File: config.mk
export PLATFORM = sky130hd
export DESIGN_NAME = imem_loader
export DESIGN_NICKNAME = d
export VERILOG_FILES = /design/src/rtl/imem_loader.sv
export SDC_FILE = /design/constraint.sdc
export NUM_CORES = 1
export LEC_CHECK = 0
export ABC_CLOCK_PERIOD_IN_PS = 3900
export BUFFER_PORTS_ARGS = -buffer_cell sky130_fd_sc_hd__buf_2
export CORE_MARGIN = 3
export CORE_UTILIZATION = 40
export DETAILED_ROUTE_END_ITERATION = 10
export PLACE_DENSITY = 0.65
export SYNTH_ARGS = -nofsm -noshare
export SYNTH_HDL_FRONTEND = slang
export SYNTH_SLANG_ARGS = --single-unit
File: constraint.sdc
create_clock -name clk -period 3.9 [get_ports clk]
set_input_delay 0.585 -clock clk [delete_from_list [all_inputs] [get_ports clk]]
set_output_delay 0.585 -clock clk [all_outputs]
set_load 0.05 [all_outputs]
File: src/rtl/imem_loader.sv
`default_nettype none
// ============================================================================
// Module      : imem_loader
// Description : Streams a little-endian byte image into a 32-bit instruction
//               memory, one word per write pulse, then releases the core
//               from reset once the whole image has been written.
// Revision    : 1.0 - initial release
// ============================================================================
module imem_loader #(
    parameter int DEPTH = 1024,
    parameter int AW    = 10
) (
    input  logic          clk,
    input  logic          rst,
    input  logic          start,
    input  logic [AW:0]   len,
    input  logic          byte_valid,
    input  logic [7:0]    byte_data,
    output logic          byte_ready,
    output logic          we,
    output logic [AW-1:0] waddr,
    output logic [31:0]   wdata,
    output logic          busy,
    output logic          done,
    output logic          err,
    output logic          core_rst
);

    typedef enum logic [1:0] {
        S_IDLE  = 2'd0,
        S_LOAD  = 2'd1,
        S_WRITE = 2'd2,
        S_DONE  = 2'd3
    } state_t;

    // Counters are AW+1 bits so a full DEPTH-word image never wraps
    localparam logic [AW:0] c_depth = (AW+1)'(DEPTH);

    state_t          r_state;
    state_t          w_next;
    logic [AW:0]     r_len;
    logic [AW:0]     r_wcnt;
    logic [1:0]      r_bcnt;
    logic [23:0]     r_asm;
    logic [AW-1:0]   r_waddr;
    logic [31:0]     r_wdata;
    logic            r_err;

    logic            w_start_ok;
    logic            w_accept;
    logic            w_last;

    assign w_start_ok = start && (len != '0) && (len <= c_depth);
    assign w_accept   = (r_state == S_LOAD) && byte_valid;
    assign w_last     = (r_wcnt == (r_len - 1'b1));

    assign waddr = r_waddr;
    assign wdata = r_wdata;
    assign err   = r_err;

    // State register
    always_ff @(posedge clk or negedge rst) begin
        if (!rst) begin
            r_state <= S_IDLE;
        end else begin
            r_state <= w_next;
        end
    end

    // Next-state decode and state-derived outputs
    always_comb begin
        w_next     = r_state;
        byte_ready = 1'b0;
        we         = 1'b0;
        busy       = 1'b0;
        done       = 1'b0;
        core_rst   = 1'b0;
        case (r_state)
            S_IDLE: begin
                if (start) begin
                    w_next = w_start_ok ? S_LOAD : S_IDLE;
                end
            end
            S_LOAD: begin
                byte_ready = 1'b1;
                busy       = 1'b1;
                if (w_accept && (r_bcnt == 2'd3)) begin
                    w_next = S_WRITE;
                end
            end
            S_WRITE: begin
                we     = 1'b1;
                busy   = 1'b1;
                w_next = w_last ? S_DONE : S_LOAD;
            end
            S_DONE: begin
                done     = 1'b1;
                core_rst = 1'b1;
                if (start) begin
                    w_next = w_start_ok ? S_LOAD : S_IDLE;
                end
            end
            default: w_next = S_IDLE;
        endcase
    end

    // Datapath: start handling, byte assembly, word counting
    always_ff @(posedge clk or negedge rst) begin
        if (!rst) begin
            r_len   <= '0;
            r_wcnt  <= '0;
            r_bcnt  <= 2'd0;
            r_asm   <= 24'd0;
            r_waddr <= '0;
            r_wdata <= 32'd0;
            r_err   <= 1'b0;
        end else begin
            case (r_state)
                S_IDLE, S_DONE: begin
                    if (start) begin
                        if (w_start_ok) begin
                            r_len  <= len;
                            r_wcnt <= '0;
                            r_bcnt <= 2'd0;
                            r_err  <= 1'b0;
                        end else begin
                            r_err  <= 1'b1;
                        end
                    end
                end
                S_LOAD: begin
                    if (w_accept) begin
                        r_bcnt <= r_bcnt + 2'd1;
                        case (r_bcnt)
                            2'd0: r_asm[7:0]   <= byte_data;
                            2'd1: r_asm[15:8]  <= byte_data;
                            2'd2: r_asm[23:16] <= byte_data;
                            default: begin
                                // Final byte completes the word; present it for the write cycle
                                r_wdata <= {byte_data, r_asm};
                                r_waddr <= r_wcnt[AW-1:0];
                            end
                        endcase
                    end
                end
                S_WRITE: begin
                    r_wcnt <= r_wcnt + 1'b1;
                end
                default: ;
            endcase
        end
    end

endmodule
`default_nettype wire

# [Word level (Yosys, flattened, before mapping)]
# Cells that the tools add are included.
[word_totals] register_bits=93 inputBits=23 output_inout_bits=48 wordCells=64
[op_classes] n_addsub=3 order_cmp=1 eq_ne=11 mux=17 bitwise_logic=1 reduce_logical=21
[op_table] op="2-to-1 mux 11 bit" n=2
[op_table] op="one-hot mux 11 bit (2 select lines)" n=1
[op_table] op="AND reduction 3 bit" n=6
[op_table] op="2-to-1 mux 2 bit" n=6
[op_table] op="adder 11 x 1 -> 11 bit, second input constant" n=1
[op_table] op="== test 11 bit" n=1
[op_table] op="less-or-equal comparator 11 bit, second input constant" n=1
[op_table] op="nonzero test 11 bit" n=1
[op_table] op="subtractor 11 x 1 -> 11 bit, second input constant" n=1
[op_table] op="== test 2 bit, second input constant" n=4
[op_table] op="2-to-1 mux 1 bit" n=6
[op_table] op="!= test 2 x 1 -> 1 bit, second input constant" n=3
[op_table] op="one-hot mux 2 bit (3 select lines)" n=1
[op_table] op="== test 2 x 1 -> 1 bit, second input constant" n=2
[op_table] op="logical AND 1 bit" n=4
[op_table] op="zero test 2 bit" n=2
[op_table] op="one-hot mux 2 bit (2 select lines)" n=1
[op_table] op="AND reduction 2 bit" n=2
[op_table] op="AND reduction 4 bit" n=1
[op_table] op="nonzero test 2 bit" n=2
[op_table] op="OR reduction 2 bit" n=2
[op_table] op="OR reduction 3 bit" n=1
[op_table] op="adder 2 x 1 -> 2 bit, second input constant" n=1
[op_table] op="!= test 2 bit, second input constant" n=1
[op_table] op="NOT 1 bit" n=1

# [Longest topological paths before layout]
# Gate-level depths: netlist of the first run.
[depth] depth_word=6 mapped_depth=8 ltp_nobuf=7

# [Least setup slack after synthesis of the first run]
# Ideal clock, no wire load.
[synth_path] kind="in2reg" startpoint="input len[7]" endpoint="register r_len[4]" setup_ps=125 arrival_ps=2296 required_time_ps=3775 path_slack_ps=1479 cell_stages=5 n_path_buf=1 path_cell_list="or4_4 or4_4 nand3_2 buf_6 mux2_2"
[synth_between] elab_chain_len=4 word_cells_on_any_way=5 classes_between="1 x order compare; 4 x reduce/logical"
[synth_lines] item="start: declaration" line_no="16" text="input logic [AW:0] len,"
[synth_lines] item="parallel branches: the longest is 2 deep, another holds less-or-equal comparator 11 bit"
[synth_lines] item="logical AND 1 bit (*)" line_no="53" text="assign w_start_ok = start && (len != '0) && (len <= c_depth);"
[synth_lines] item="AND reduction 3 bit (no line) (*)"
[synth_lines] item="end signal: assignment" line_no="122" text="r_len <= len;"
[synth_lines] item="end: declaration" line_no="41" text="logic [AW:0] r_len;"
# Mark *: on every way between the ends.
# A chain may end at the register's enable or synchronous reset.

# [Final worst setup path of the first run]
[layout_path] startpoint="register r_len[0]" endpoint="register r_state[1]"
[layout_between] elab_chain_len=4
[layout_lines] item="subtractor 11 x 1 -> 11 bit" line_no="55" text="assign w_last = (r_wcnt == (r_len - 1'b1));"
[layout_lines] item="== test 11 bit" line_no="55"
[layout_lines] item="2-to-1 mux 2 bit" line_no="94" text="w_next = w_last ? S_DONE : S_LOAD;"
[layout_lines] item="one-hot mux 2 bit (3 select lines)" line_no="78" text="case (r_state)"
[layout_lines] item="end signal: assignment" line_no="66" text="r_state <= w_next;"
[layout_lines] item="end: declaration" line_no="39" text="state_t r_state;"
# No other way between the ends.

==> results of run 1 <==
==> layer usage <==
metal  up-vias  track usage [%]  share of wire, %  routed length [microns]
li1       1357                -                 -                        -
met1      1470            18.87                44                     3853
met2        79            25.22                49                     4283
met3        12            5.226               5.7                      500
met4         0            4.452               1.4                      119
met5         -                0                 0                        0
==> final cells by class <==
type                            instances  area, sq um
Clock buffer                           10        137.6
Tap cell                              136        170.2
Sequential cell                        93         2327
Clock inverter                          6        58.81
Fill cell                             955         5434
Multi-Input combinational cell        214         1879
Timing Repair Buffer                   72        367.9
Inverter                               11        41.29
==> power breakdown <==
part	internal [uW]	leakage [uW]	switching [uW]
Combinational	603	0.00112	1060
Clock	260	0.0000958	361
Sequential	1300	0.00121	250
Total	2160	0.00243	1670
==> Yosys cell counts (all sizes together), types with 6 or more instances <==
cell type / n
inv: 10
nand3: 14
nor2: 7
dfrtp: 93
xnor2: 8
a21o: 6
clkbuf: 10
a21oi: 7
nand2: 9
ha: 11
or4: 6
o21ai: 14
mux2: 78
==> worst paths after layout <==
path	from	endpoint	slack (ns)	cells after the start
max	r_len[0]	r_state[1]	1.47	7
min	rst	wdata[3]	0.40	1
max reg2reg	r_len[0]	r_state[1]	1.47	7
min reg2reg	waddr[4]	waddr[4]	0.48	2
max in group asynchronous	rst	wdata[29]	2.74	2
min in group clk	len[4]	r_len[4]	0.46	2
==> cells in the final DEF, fill, tap and decap left out, types with 2 or more instances in the layout <==
master	instances
sky130_fd_sc_hd__mux2_2	78
sky130_fd_sc_hd__dfrtp_1	93
sky130_fd_sc_hd__ha_1	11
sky130_fd_sc_hd__nor3_1	4
sky130_fd_sc_hd__nand3_2	2
sky130_fd_sc_hd__nor4_1	5
sky130_fd_sc_hd__xnor2_1	8
sky130_fd_sc_hd__or2_2	2
sky130_fd_sc_hd__or4_1	4
sky130_fd_sc_hd__nand4_1	2
sky130_fd_sc_hd__a31oi_1	2
sky130_fd_sc_hd__a21oi_1	7
sky130_fd_sc_hd__a21o_1	6
sky130_fd_sc_hd__or3_1	4
sky130_fd_sc_hd__nand2_1	9
sky130_fd_sc_hd__o31ai_1	2
sky130_fd_sc_hd__a31o_2	2
sky130_fd_sc_hd__xor2_1	5
sky130_fd_sc_hd__o21ai_0	14
sky130_fd_sc_hd__inv_1	10
sky130_fd_sc_hd__nand3_1	12
sky130_fd_sc_hd__buf_2	69
sky130_fd_sc_hd__o41ai_1	3
sky130_fd_sc_hd__clkinv_4	3
sky130_fd_sc_hd__or4_4	2
sky130_fd_sc_hd__buf_4	3
sky130_fd_sc_hd__nand3b_1	2
sky130_fd_sc_hd__and3_1	2
sky130_fd_sc_hd__nor2_1	7
sky130_fd_sc_hd__clkbuf_8	10
==> per-stage QoR <==
step	util [%]	area (sq um)
final	47.83	4982
after global routing	47.83	4982
after CTS	47.83	4982
after detailed placement	45.95	4786
after global placement	45.95	4786
after floorplan	-	4323
==> worst register-to-register path, cell delays in order, from the launching register on <==
cell and delay, ns:
sky130_fd_sc_hd__dfrtp_1 0.45, sky130_fd_sc_hd__inv_1 0.08, sky130_fd_sc_hd__ha_1 0.23, sky130_fd_sc_hd__or3b_2 0.54, sky130_fd_sc_hd__o41ai_1 0.38, sky130_fd_sc_hd__o21ai_0 0.18, sky130_fd_sc_hd__nor4b_1 0.32, sky130_fd_sc_hd__a31o_2 0.19
==> kinds of logic (layout without fill, tap and decap cells) <==
kind of cell / Yosys count / in the layout / synth area share [%]
adder cells (fa/ha/maj): 11 / 11 / 3.184
multiplexers: 79 / 79 / 20.55
AO/OA/AOI/OAI: 48 / 48 / 8.510
AND/OR/NAND/NOR: 63 / 63 / 8.480
buffers and inverters: 26 / 99 / 2.807
flip-flops: 93 / 93 / 53.83
XOR/XNOR: 13 / 13 / 2.634
==> flip-flops by register name, indices dropped and copies added, names as in the netlist <==
signal	flops
r_bcnt	2
r_asm	24
r_wcnt	11
r_len	11
err	1
waddr	10
wdata	32
r_state	2
==> impl_metrics.csv, run 1 <==
group,metric,value,unit
critical_path,worstSetupPathType,"reg -> reg",
clock_network,cts_setup_buffers,0,
global_routing,grt_start_max_net_pins,82,
logic_synthesis,yosys_warnings,0,
logic_synthesis,ys_top_cells_by_area,"sky130_fd_sc_hd__dfrtp_1 (54%), sky130_fd_sc_hd__mux2_2 (20%), sky130_fd_sc_hd__ha_1 (3.2%), sky130_fd_sc_hd__o21ai_0 (1.6%), sky130_fd_sc_hd__xnor2_1 (1.6%)",
sta,timing_max_transition_violations_final,0,
place,dpl.hpwl,6.103,mm
final_layout,finish.net_count,435,
routing,routed_wire_length_per_instance,16.15,microns
routing,routed_via_density,5.384,
sta,period_minus_slack,2.428,ns
sta,setup_viol,0,
place,place.detailed.instances,526,
sta,skew,0.01276,ns
place,portBuffers,70,
routing,final_antenna_net_count,0,
final_layout,finish.cell_count_without_fillers,542,
die,top_level_ports,71,
min_path,worstHoldPathType,"in -> async",
clock_network,cts-hold-fix-buffers,0,
critical_path,timing.critical_path.required,4.20,ns
logic_synthesis,synth.largest_area_cell,"sky130_fd_sc_hd__dfrtp_1",
critical_path,crit_family,"simple AND/OR/NAND/NOR gates",
global_routing,first_global_vias,2823,
power,leakagePower,0.002430,uW
routing,drc_errors,0,
logic_synthesis,synth_top_cell_area_share,53.84,%
global_routing,grt.total_usage,15.25,%
logic_synthesis,postSynthAreaPerCell,12.98,sq um
final_layout,drive_above_1_share,44.09,%
run_status,outcome,"complete, no violations",
die,design.core.area,10420,sq um
clock_network,insertion_delay,0.37,ns
logic_synthesis,syn-cell-area,4323,sq um
sta,final.period_utilization,62.25,%
sta,totalNegativeSetupSlack,0,ns
clock_network,h-tree-depth,3,
clock_network,clock_tree.buffer_depth,2,
logic_synthesis,synthCells,333,
clock_network,clock_tree_from_tritoncts,"done",
logic_synthesis,synth.net_count,367,
logic_synthesis,flops_latches_synth,93,
clock_network,clock_tree.root_cell,"sky130_fd_sc_hd__clkbuf_8",
sta,fmaxAchievable,411.9,MHz
place,place.gp.congestion,0.7637,
sta,finalHoldWorstSlack,0.3976,ns
die,die_width,110.0,microns
critical_path,critPathArrivalTime,2.73,ns
critical_path,crit_path_end_kind,"flop",
global_routing,grt_pass1_wl,14.23,mm
routing,number_of_iterations_in_the_first_detailed_routing_pass,4,
die,starting_utilization_of_the_core_area,41.50,%
routing,dr.first_iter.drc_count,114,
power,power_per_cell_area,769.3,nW/um^2
critical_path,cpMaxStageDelayCell,"sky130_fd_sc_hd__or3b_2",
job,maxCapViolations,0,
clock_network,clkSlewWorstSetupHoldPaths,0.10,ns
final_layout,num_antenna_cells,0,
sta,worst_slew_margin_rel,32.53,%
logic_synthesis,synth_edf_count,0,
critical_path,critical-path-max-stage-delay,0.54,ns
die,std_cell_rows,37,
final_layout,syn2layout_area_growth,15.25,%
clock_network,cts_inserted_buffers,9,
die,fp.dieArea,12090,sq um
place,post-place-ws,1.136,ns
critical_path,worst_path_cell_trace,"inv_1 > ha_1 > or3b_2 > o41ai_1 > o21ai_0 > nor4b_1 > a31o_2",
sta,layout_setup_ws,1.472,ns
critical_path,critical_path_peak_fanout,7,
logic_synthesis,synth.yosys.seq_area_share,53.84,%
clock_network,cts_sinks,93,
logic_synthesis,ys_async_sr_fraction,100.0,%
power,post-layout-total-power,3833,uW
routing,wl,8.756,mm
critical_path,path_buf_inv,1,
logic_synthesis,yosys_most_used_dff,"sky130_fd_sc_hd__dfrtp_1",
global_routing,antenna_violations_before_repair,0,
die,fp.dieH,110.0,microns
power,power.ir.vdd_worst,0.4827,mV
global_routing,globalRoute.totalOverflow,0,
logic_synthesis,post_synth_num_cell_types,50,
sta,worst_pin_slew,1.012,ns
clock_network,post_cts_resize_count,0,
sta,grt_setup_unrepaired,"false",
routing,routed-via-count,2918,
sta,hold_violations,0,
critical_path,critPathLaunchType,"flop",
Note: power is estimated with default switching activity, not from simulation.
==> run 2: changes to the inputs <==
Settings changed: ABC_CLOCK_PERIOD_IN_PS 3900 to 2400.
Clock period 3.9 ns to 2.4 ns, I/O delays scaled along.
==> run 2 against run 1 <==
Register-to-register slack got worse by 1.4 ns. Power rose by 67%. Die area did not move. Clock-buffer cell count did not move. Clock skew fell by 0.0037 ns. Global-route usage rose by 0.33 points. Cell count rose by 2.2%. Critical path depth did not move. Combinational power rose by 71%. Clock power rose by 69%. Critical path type unchanged. Largest power group unchanged.
==> impl_metrics.csv, run 2 (synthesis gave the netlist of run 1 again) <==
group,metric,value,unit
run_status,outcome,"complete, no violations",
power,leakagePower,0.002502,uW
die,fp.dieArea,12090,sq um
sta,worst_slew_margin_rel,63.97,%
clock_network,clkSlewWorstSetupHoldPaths,0.09,ns
final_layout,multi_input_comb_area,1882,sq um
clock_network,insertion_delay,0.35,ns
power,power_per_cell_area,1252,nW/um^2
final_layout,drive_above_1_share,45.22,%
global_routing,globalRoute.totalOverflow,0,
routing,dr.first_iter.drc_count,115,
routing,final_antenna_net_count,0,
clock_network,clock_tree.root_cell,"sky130_fd_sc_hd__clkbuf_8",
critical_path,critPathLaunchType,"flop",
die,design.core.area,10420,sq um
sta,final.period_utilization,95.41,%
final_layout,mostFrequentLayoutCell,"sky130_fd_sc_hd__dfrtp_1",
sta,worst_pin_slew,0.5404,ns
clock_network,clock_tree.buffer_depth,2,
routing,routed-via-count,2908,
routing,wl,8.847,mm
clock_network,clock_tree_from_tritoncts,"done",
final_layout,fillCellCount,966,
sta,hold_violations,0,
global_routing,antenna_violations_before_repair,0,
sta,timing_max_transition_violations_final,0,
routing,number_of_iterations_in_the_first_detailed_routing_pass,4,
final_layout,commonest_cells_after_routing_fill_and_taps_aside,"sky130_fd_sc_hd__dfrtp_1 (93), sky130_fd_sc_hd__mux2_2 (78), sky130_fd_sc_hd__buf_2 (69)",
job,maxCapViolations,0,
final_layout,register_area,2327,sq um
place,place.gp.congestion,0.8198,
final_layout,syn2layout_area_growth,18.35,%
sta,finalHoldWorstSlack,0.2439,ns
place,dpl.hpwl,6.556,mm
place,portBuffers,70,
sta,period_minus_slack,2.290,ns
critical_path,worstSetupPathType,"reg -> reg",
routing,routed_wire_length_per_instance,15.97,microns
critical_path,crit_path_end_kind,"flop",
global_routing,grt_start_max_net_pins,43,
critical_path,critical_path_peak_fanout,7,
critical_path,critPathArrivalTime,2.58,ns
clock_network,cts_inserted_buffers,9,
critical_path,regToRegSetupSlack,0.11,ns
clock_network,cts_setup_buffers,0,
die,die_width,110.0,microns
sta,fmaxAchievable,436.7,MHz
die,std_cell_rows,37,
sta,totalNegativeSetupSlack,0,ns
final_layout,largest_register_ff_count,32,
critical_path,timing.critical_path.required,2.69,ns
sta,setup_viol,0,
global_routing,grt.total_usage,15.57,%
global_routing,grt_pass1_wl,14.55,mm
die,fp.dieH,110.0,microns
min_path,worstHoldPathType,"in -> reg",
sta,skew,0.009068,ns
routing,routed_via_density,5.249,
power,power.ir.vdd_worst,0.6950,mV
global_routing,first_global_vias,2881,
final_layout,num_antenna_cells,0,
clock_network,cts_sinks,93,
final_layout,finish.net_count,447,
clock_network,h-tree-depth,3,
sta,grt_setup_unrepaired,"false",
routing,drc_errors,0,
die,starting_utilization_of_the_core_area,41.50,%
die,top_level_ports,71,
run 2: changes by cell type in the layout (fill, tap and decap cells not counted), sizes merged:
cell         delta
dlygate4sd3     +1
buf            +11
clkinvlp        +1
inv             +1
clkinv          -3
bufinv          +1
run 2: where the power goes:
part | internal (uW) | leakage (uW) | total [uW] | switching [uW]
registers | 2110 | 0.00121 | 2510 | 400
clock network | 491 | 0.0000948 | 1050 | 557
logic | 1090 | 0.00120 | 2850 | 1760
run 2: final timing paths:
kind / start / to / cells after the start
max in group asynchronous: rst / r_len[8] / 3
worst min-delay path: len[5] / r_len[5] / 2
min in group asynchronous: rst / wdata[28] / 2
worst max-delay path: r_len[1] / r_state[1] / 7
worst max register to register: r_len[1] / r_state[1] / 7
worst min register to register: waddr[4] / waddr[4] / 2
run 2: cell type report:
| cell class | instances | share of cell area, % |
|---|---|---|
| repair buffers | 84 | 9.733 |
| clock inverters | 6 | 1.370 |
| multi-input cells | 214 | 36.78 |
| well taps | 136 | 3.326 |
| clock buffers | 10 | 2.494 |
| flip-flops and latches | 93 | 45.49 |
| inverters | 11 | 0.8070 |
run 2: critical path, stage by stage, from the launching register on:
cell and delay [ns]:
sky130_fd_sc_hd__dfrtp_1 0.43, sky130_fd_sc_hd__inv_1 0.07, sky130_fd_sc_hd__ha_1 0.22, sky130_fd_sc_hd__or3b_4 0.44
sky130_fd_sc_hd__o41ai_1 0.33, sky130_fd_sc_hd__o21ai_0 0.18, sky130_fd_sc_hd__nor4b_1 0.34, sky130_fd_sc_hd__a31o_2 0.21
run 2: what timing repair did:
item                       CTS  global route
hold endpoints to repair    40             0
hold buffers                 1             0
gates resized for setup      0             1
pin swaps                    1             1
setup endpoints to repair    1             1
run 2: per-stage QoR:
| step | total power, uW | instance area [sq um] | worst slack (ns) | utilization (%) | cells |
|---|---|---|---|---|---|
| after floorplan | 4625 | 4323 | 0.07589 | - | 333 |
| after global placement | 5311 | 4906 | 0.06141 | 47.10 | 537 |
| after detailed placement | 5418 | 4906 | 0.01274 | 47.10 | 537 |
| after CTS | 6494 | 5114 | 0.002717 | 49.09 | 554 |
| after global routing | 6820 | 5116 | 0.03373 | 49.12 | 554 |
| final | 6407 | 5116 | 0.1102 | 49.12 | 554 |
run 2: layer usage:
| layer | vias up | share of wire (%) | GRT usage, % |
|---|---|---|---|
| met4 | 0 | 0.50 | 3.918 |
| met2 | 75 | 50 | 25.69 |
| li1 | 1377 | - | - |
| met3 | 5 | 5.3 | 4.521 |
| met1 | 1451 | 44 | 20.12 |
| met5 | - | 0 | 0 |
